File: src/rtl/spq_writer_if.sv
// spq_writer_if: upstream byte stream, queue enqueue side and occupancy status of the writer
interface spq_writer_if #(
    parameter int DATA_W = 8,
    parameter int DEPTH  = 16
);
    logic                   s_valid;
    logic [DATA_W-1:0]      s_data;
    logic                   s_ready;
    logic                   enqueue_sig;
    logic [DATA_W-1:0]      q_data;
    logic                   deq_pulse;
    logic [$clog2(DEPTH):0] occupancy;
    logic                   full;
    logic                   empty;
    logic                   underflow;
    modport slave (
        input  s_valid, s_data, deq_pulse,
        output s_ready, enqueue_sig, q_data, occupancy, full, empty, underflow
    );
    modport master (
        output s_valid, s_data, deq_pulse,
        input  s_ready, enqueue_sig, q_data, occupancy, full, empty, underflow
    );
endinterface

File: src/rtl/spq_writer.sv
// spq_writer: turns accepted upstream bytes into single-cycle enqueue strobes with a quiet gap,
// and tracks queue occupancy from its own enqueues and consumer dequeues.
module spq_writer #(
    parameter int DATA_W     = 8,
    parameter int DEPTH      = 16,
    parameter int GAP_CYCLES = 1
) (
    input  logic           clk,
    input  logic           rst_n,
    spq_writer_if.slave    spq
);
    localparam int OCC_W = $clog2(DEPTH) + 1;
    localparam int GAP_W = GAP_CYCLES > 1 ? $clog2(GAP_CYCLES) : 1;
    typedef enum logic [1:0] {IDLE, ENQ, GAP} state_t;
    state_t            state_q, state_d;
    logic [GAP_W-1:0]  gap_q;
    logic [OCC_W-1:0]  occ_q, occ_d;
    logic [DATA_W-1:0] q_data_q;
    logic              enq_q, s_ready_q, underflow_q;
    logic              transfer, inc, dec;
    always_comb begin
        transfer = spq.s_valid & s_ready_q;
        inc      = state_q == ENQ;
        dec      = spq.deq_pulse & ((occ_q != '0) | inc);
        occ_d    = (inc & ~dec) ? occ_q + OCC_W'(1) :
                   (~inc & dec) ? occ_q - OCC_W'(1) : occ_q;
        state_d  = state_q == IDLE ? (transfer ? ENQ : IDLE) :
                   state_q == ENQ  ? GAP :
                   (gap_q == '0 ? IDLE : GAP);
    end
    // s_ready is precomputed from next state and next occupancy so it stays a pure register
    always_ff @(posedge clk or negedge rst_n) begin
        if (!rst_n) begin
            state_q     <= IDLE;
            gap_q       <= '0;
            occ_q       <= '0;
            q_data_q    <= '0;
            enq_q       <= 1'b0;
            s_ready_q   <= 1'b1;
            underflow_q <= 1'b0;
        end else begin
            state_q     <= state_d;
            gap_q       <= state_q == ENQ ? GAP_W'(GAP_CYCLES - 1) :
                           (state_q == GAP && gap_q != '0) ? gap_q - GAP_W'(1) : gap_q;
            occ_q       <= occ_d;
            q_data_q    <= transfer ? spq.s_data : q_data_q;
            enq_q       <= state_d == ENQ;
            s_ready_q   <= state_d == IDLE && occ_d < OCC_W'(DEPTH);
            underflow_q <= underflow_q | (spq.deq_pulse & (occ_q == '0) & ~inc);
        end
    end
    always_ff @(posedge clk)
        if (rst_n) assert (!(state_q == ENQ && occ_q == OCC_W'(DEPTH)));
    assign spq.s_ready     = s_ready_q;
    assign spq.enqueue_sig = enq_q;
    assign spq.q_data      = q_data_q;
    assign spq.occupancy   = occ_q;
    assign spq.full        = occ_q == OCC_W'(DEPTH);
    assign spq.empty       = occ_q == '0;
    assign spq.underflow   = underflow_q;
endmodule

File: src/flat_wrapper.sv
// flat-port wrapper written by rule: the top's interface ports become plain ports
module spq_writer_flat 
#(
    parameter int DATA_W     = 8,
    parameter int DEPTH      = 16,
    parameter int GAP_CYCLES = 1
)
  (clk, rst_n, spq_s_valid, spq_s_data, spq_deq_pulse, spq_s_ready, spq_enqueue_sig, spq_q_data, spq_occupancy, spq_full, spq_empty, spq_underflow);
  spq_writer_if #(.DATA_W(DATA_W), .DEPTH(DEPTH)) spq_i ();
  input  logic clk;
  input  logic rst_n;
  input wire logic [$bits(spq_i.s_valid)-1:0] spq_s_valid;
  input wire logic [$bits(spq_i.s_data)-1:0] spq_s_data;
  input wire logic [$bits(spq_i.deq_pulse)-1:0] spq_deq_pulse;
  output wire logic [$bits(spq_i.s_ready)-1:0] spq_s_ready;
  output wire logic [$bits(spq_i.enqueue_sig)-1:0] spq_enqueue_sig;
  output wire logic [$bits(spq_i.q_data)-1:0] spq_q_data;
  output wire logic [$bits(spq_i.occupancy)-1:0] spq_occupancy;
  output wire logic [$bits(spq_i.full)-1:0] spq_full;
  output wire logic [$bits(spq_i.empty)-1:0] spq_empty;
  output wire logic [$bits(spq_i.underflow)-1:0] spq_underflow;
  assign spq_i.s_valid = spq_s_valid;
  assign spq_i.s_data = spq_s_data;
  assign spq_i.deq_pulse = spq_deq_pulse;
  assign spq_s_ready = spq_i.s_ready;
  assign spq_enqueue_sig = spq_i.enqueue_sig;
  assign spq_q_data = spq_i.q_data;
  assign spq_occupancy = spq_i.occupancy;
  assign spq_full = spq_i.full;
  assign spq_empty = spq_i.empty;
  assign spq_underflow = spq_i.underflow;
  spq_writer #(.DATA_W(DATA_W), .DEPTH(DEPTH), .GAP_CYCLES(GAP_CYCLES)) u_core (.clk(clk), .rst_n(rst_n), .spq(spq_i));
endmodule
File: config.mk
export PLATFORM = sky130hd
export DESIGN_NAME = spq_writer_flat
export DESIGN_NICKNAME = d
export VERILOG_FILES = /design/src/rtl/spq_writer_if.sv /design/src/rtl/spq_writer.sv /design/src/flat_wrapper.sv
export SDC_FILE = /design/constraint.sdc
export NUM_CORES = 1
export LEC_CHECK = 0
export BUFFER_PORTS_ARGS = -buffer_cell sky130_fd_sc_hd__buf_2
export CAP_MARGIN = 20
export CORE_MARGIN = 5
export CORE_UTILIZATION = 48
export CTS_CLUSTER_SIZE = 25
export DETAILED_ROUTE_END_ITERATION = 8
export HOLD_SLACK_MARGIN = 0.15
export PLACE_DENSITY = 0.88
export SLEW_MARGIN = 15
export SYNTH_ARGS = -nofsm -noshare
export SYNTH_HDL_FRONTEND = slang
export SYNTH_SLANG_ARGS = --single-unit
File: constraint.sdc
create_clock -name clk -period 2 [get_ports clk]
set_clock_uncertainty 0.1 [all_clocks]
set_input_delay 0.3 -clock clk [delete_from_list [all_inputs] [get_ports clk]]
set_output_delay 0.3 -clock clk [all_outputs]
set_load 0.005 [all_outputs]
==> metrics.csv <==
stage,metric,value,unit
critical_path,worst_path_max_delay_cell,or4b_4,
critical_path,end_kind,output port,
critical_path,max_stage_delay,0.49,ns
clock_tree,htreeDepth,1,
final_layout,syn2layout_area_growth,45.1,%
final_layout,n_fill_cell,128,
synth,syn_area,866,µm²
critical_path,path_depth,5,
power_and_ir_drop,peakVddDrop,0.000692,V
critical_path,worstSetupPathType,register to output port,
placement,place_inst,129,
critical_path,regToRegEndpoint,u_core.spq.occupancy[2]$_DFFE_PN0P_,
power_and_ir_drop,power.density,1400,nW/µm²
synth,synth_edf_count,0,
clock_tree,cts_made_buffers,3,
timing,drv_slew,0,
critical_path,r2r_cells,6,
detailed_routing,ant_nets,0,
timing,setup_ws,0.0179,ns
die,rows,15,
critical_path,worstPathRequired,1.60,ns
critical_path,critPathArrivalTime,1.58,ns
power_and_ir_drop,p_switching,0.000637,W
critical_path,cp_cell_sequence,"inv_2, ha_4, or4b_4, inv_4, buf_6",
synth,synth_fp_nets,90,
placement,numPortBuffers,29,
run_status,status,"complete, no violations",
grt,antenna_found_initial,0,
power_and_ir_drop,pwr-share-seq,36.8,%
grt,track_usage,17.6,%
grt,overflow,0,
final_layout,layout_common_cells,"buf_2 (28), dfrtp_1 (17), buf_4 (10)",
grt,grt_pass1_wl,3.64,mm
final_layout,stdcell_count,151,
power_and_ir_drop,p_clk_share,12.9,%
timing,fin_crit_sh,99.1,%
synth,ys_warn_count,0,
timing,setup_viol,0,
hold_path,min_path_type,input port to register,
synth,syn_inst,76,
critical_path,crit_end,spq_empty,
timing,worst_pin_slew,0.415,ns
detailed_routing,drt-pass1-iter-count,4,
final_layout,fin_nets,141,
die,coreArea,1730,µm²
final_layout,drive_above_1_share,46.8,%
critical_path,worstPathMaxFanout,3,
detailed_routing,drt_wl_total,2.25,mm
die,die_x,52.5,µm
grt,grt_pass1_vias,830,
synth,synth.avg_cell_area,11.4,µm²
detailed_routing,drc_errors,0,
clock_tree,clockRootBuffer,clkbuf_4,
critical_path,r2r_slack,0.13,ns
critical_path,cp_top_family,simple AND/OR/NAND/NOR gates,
power_and_ir_drop,netSwitchingFraction,36.1,%
timing,fmax,0.505,GHz
final_layout,layout_commonest_cell,buf_2,
timing,hold_violations,0,
job,cap_violations,0,
clock_tree,clkLatencyLatePin,0.30,ns
placement,place_hpwl,1.36,mm
die,die_area,2750,µm²
timing,max_slew_margin,72.3,%
detailed_routing,wire_per_inst,14.9,µm
synth,synth_cell_types,33,
power_and_ir_drop,power.leakage,0.608,nW
die,start_util,50.1,%
synth,synth-seq-cells,18,
clock_tree,cts_tree,yes,
clock_tree,cts_sinks,18,
critical_path,crit_buf_inv,3,
critical_path,reg2reg_from,u_core.spq.occupancy[0]$_DFFE_PN0P_,
placement,gp_congestion,0.832,
detailed_routing,viasPerCell,5.58,
power_and_ir_drop,p_comb_share,50.3,%
final_layout,final_util,72.8,%
placement,pre_cts_ws,0.136,ns
detailed_routing,drtIter0Drc,28,
detailed_routing,vias,843,
die,fp.dieH,52.5,µm
timing,finalSetupTns,0,ns
critical_path,timing.critical_path.from,u_core.spq.occupancy[0]$_DFFE_PN0P_,
synth,postSynth.asyncResetShare,100,%
die,io_pins,30,
critical_path,cp-start-kind,register,
timing,period_needed,1.98,ns
clock_tree,cts_buffer_depth,2,
synth,ys_seq_area_share,52.2,%
final_layout,antenna_cells,0,
synth,synth_flop_cell,dfrtp_1,
power_and_ir_drop,p_int,0.00113,W
clock_tree,clkSlewWorstSetupHoldPaths,0.11,ns
grt,grt_max_degree,19,
-- final cells by class --
type,count,area [µm²],area share (%)
Timing Repair Buffer,48,317,25.2
Tap cell,25,31.3,2.49
Sequential cell,18,452,36.0
Inverter,5,21.3,1.69
Multi-Input combinational cell,51,399,31.8
Clock buffer,4,36.3,2.89
-- sequential cells by signal, summed over array words and instances (netlist names) --
| signal | cells |
|---|---|
| u_core.gap_q | 1 |
| u_core.spq.occupancy | 5 |
| u_core.spq.q_data | 8 |
| u_core.spq.s_ready | 1 |
| u_core.spq.underflow | 1 |
| u_core.state_q | 2 |
-- per-stage QoR --
stage                     hold WS, ns  power (W)  instance area (µm²)
final                           0.231    0.00176                 1260
after global routing            0.257    0.00189                 1260
after CTS                       0.235    0.00167                 1220
after detailed placement        0.146    0.00133                 1040
after global placement          0.139    0.00130                 1040
after floorplan               -0.0956    0.00106                  866
-- per-layer routing --
metal,track usage (%),wire length (µm),up-vias
li1,-,-,381
met1,20.2,883,417
met2,31.6,1180,37
met3,3.13,135,8
met4,7.66,48,0
met5,0,0,-
-- worst min path at each step --
stage | endpoint | cells past startpoint | slack [ns] | startpoint
finish | u_core.spq.occupancy[1]$_DFFE_PN0P_ | 2 | 0.23 | spq_deq_pulse
global route | u_core.spq.occupancy[1]$_DFFE_PN0P_ | 2 | 0.26 | spq_deq_pulse
CTS | u_core.spq.s_ready$_DFF_PN1_ | 3 | 0.23 | spq_deq_pulse
detailed placement | u_core.spq.q_data[0]$_DFFE_PN0P_ | 1 | 0.15 | rst_n
global placement | u_core.spq.q_data[3]$_DFFE_PN0P_ | 1 | 0.14 | rst_n
floorplan | u_core.gap_q$_DFFE_PN0P_ | 0 | -0.1 | rst_n
-- power groups by stage --
stage          clock, W  sequential [W]  combinational (W)
2_1_floorplan         0        0.000686           0.000373
4_1_cts        0.000230        0.000639           0.000795
3_3_place_gp          0        0.000659           0.000646
3_5_place_dp          0        0.000670           0.000663
5_1_grt        0.000246        0.000672           0.000975
6_report       0.000228        0.000649           0.000887
-- cells in the mapped netlist (2+ instances only) --
cell type | number | area share [%]
a211oi_1 | 2 | 1.7
a21oi_1 | 2 | 1.2
a31o_2 | 2 | 2.0
a31oi_1 | 2 | 1.4
and3_1 | 2 | 1.4
dfrtp_1 | 17 | 49
ha_1 | 2 | 2.9
inv_1 | 4 | 1.7
mux2_2 | 8 | 10
nand2_1 | 3 | 1.3
nand2b_1 | 2 | 1.4
nand3_1 | 3 | 1.7
nand4_1 | 2 | 1.4
nor2b_1 | 3 | 2.2
nor3_1 | 3 | 1.7
nor4_1 | 2 | 1.4
-- kinds of logic (layout without fill, tap and decap cells) --
group	after synthesis	count (layout)	share of synthesized area, %
flops	18	18	52.2
fa+ha+maj	2	2	2.89
xor+xnor	1	1	1.01
compound gates	12	12	10.1
buf+inv	7	57	3.18
mux	9	9	11.6
simple gates	27	27	19.1
-- worst reg2reg max path: stages, from the launching register on --
cell	delay (ns)
dfrtp_1	0.42
inv_2	0.08
ha_4	0.13
or4b_4	0.49
buf_4	0.18
a32o_1	0.23
xor2_1	0.14
-- repair_timing --
action,in CTS,in global routing
hold buffers,9,0
endpoints found under the hold margin,26,0
gates cloned,0,0
setup buffers,5,4
resized for setup,4,2
pin swaps,0,1
setup endpoints to repair,1,1
Power figures use the tool's default switching activity.
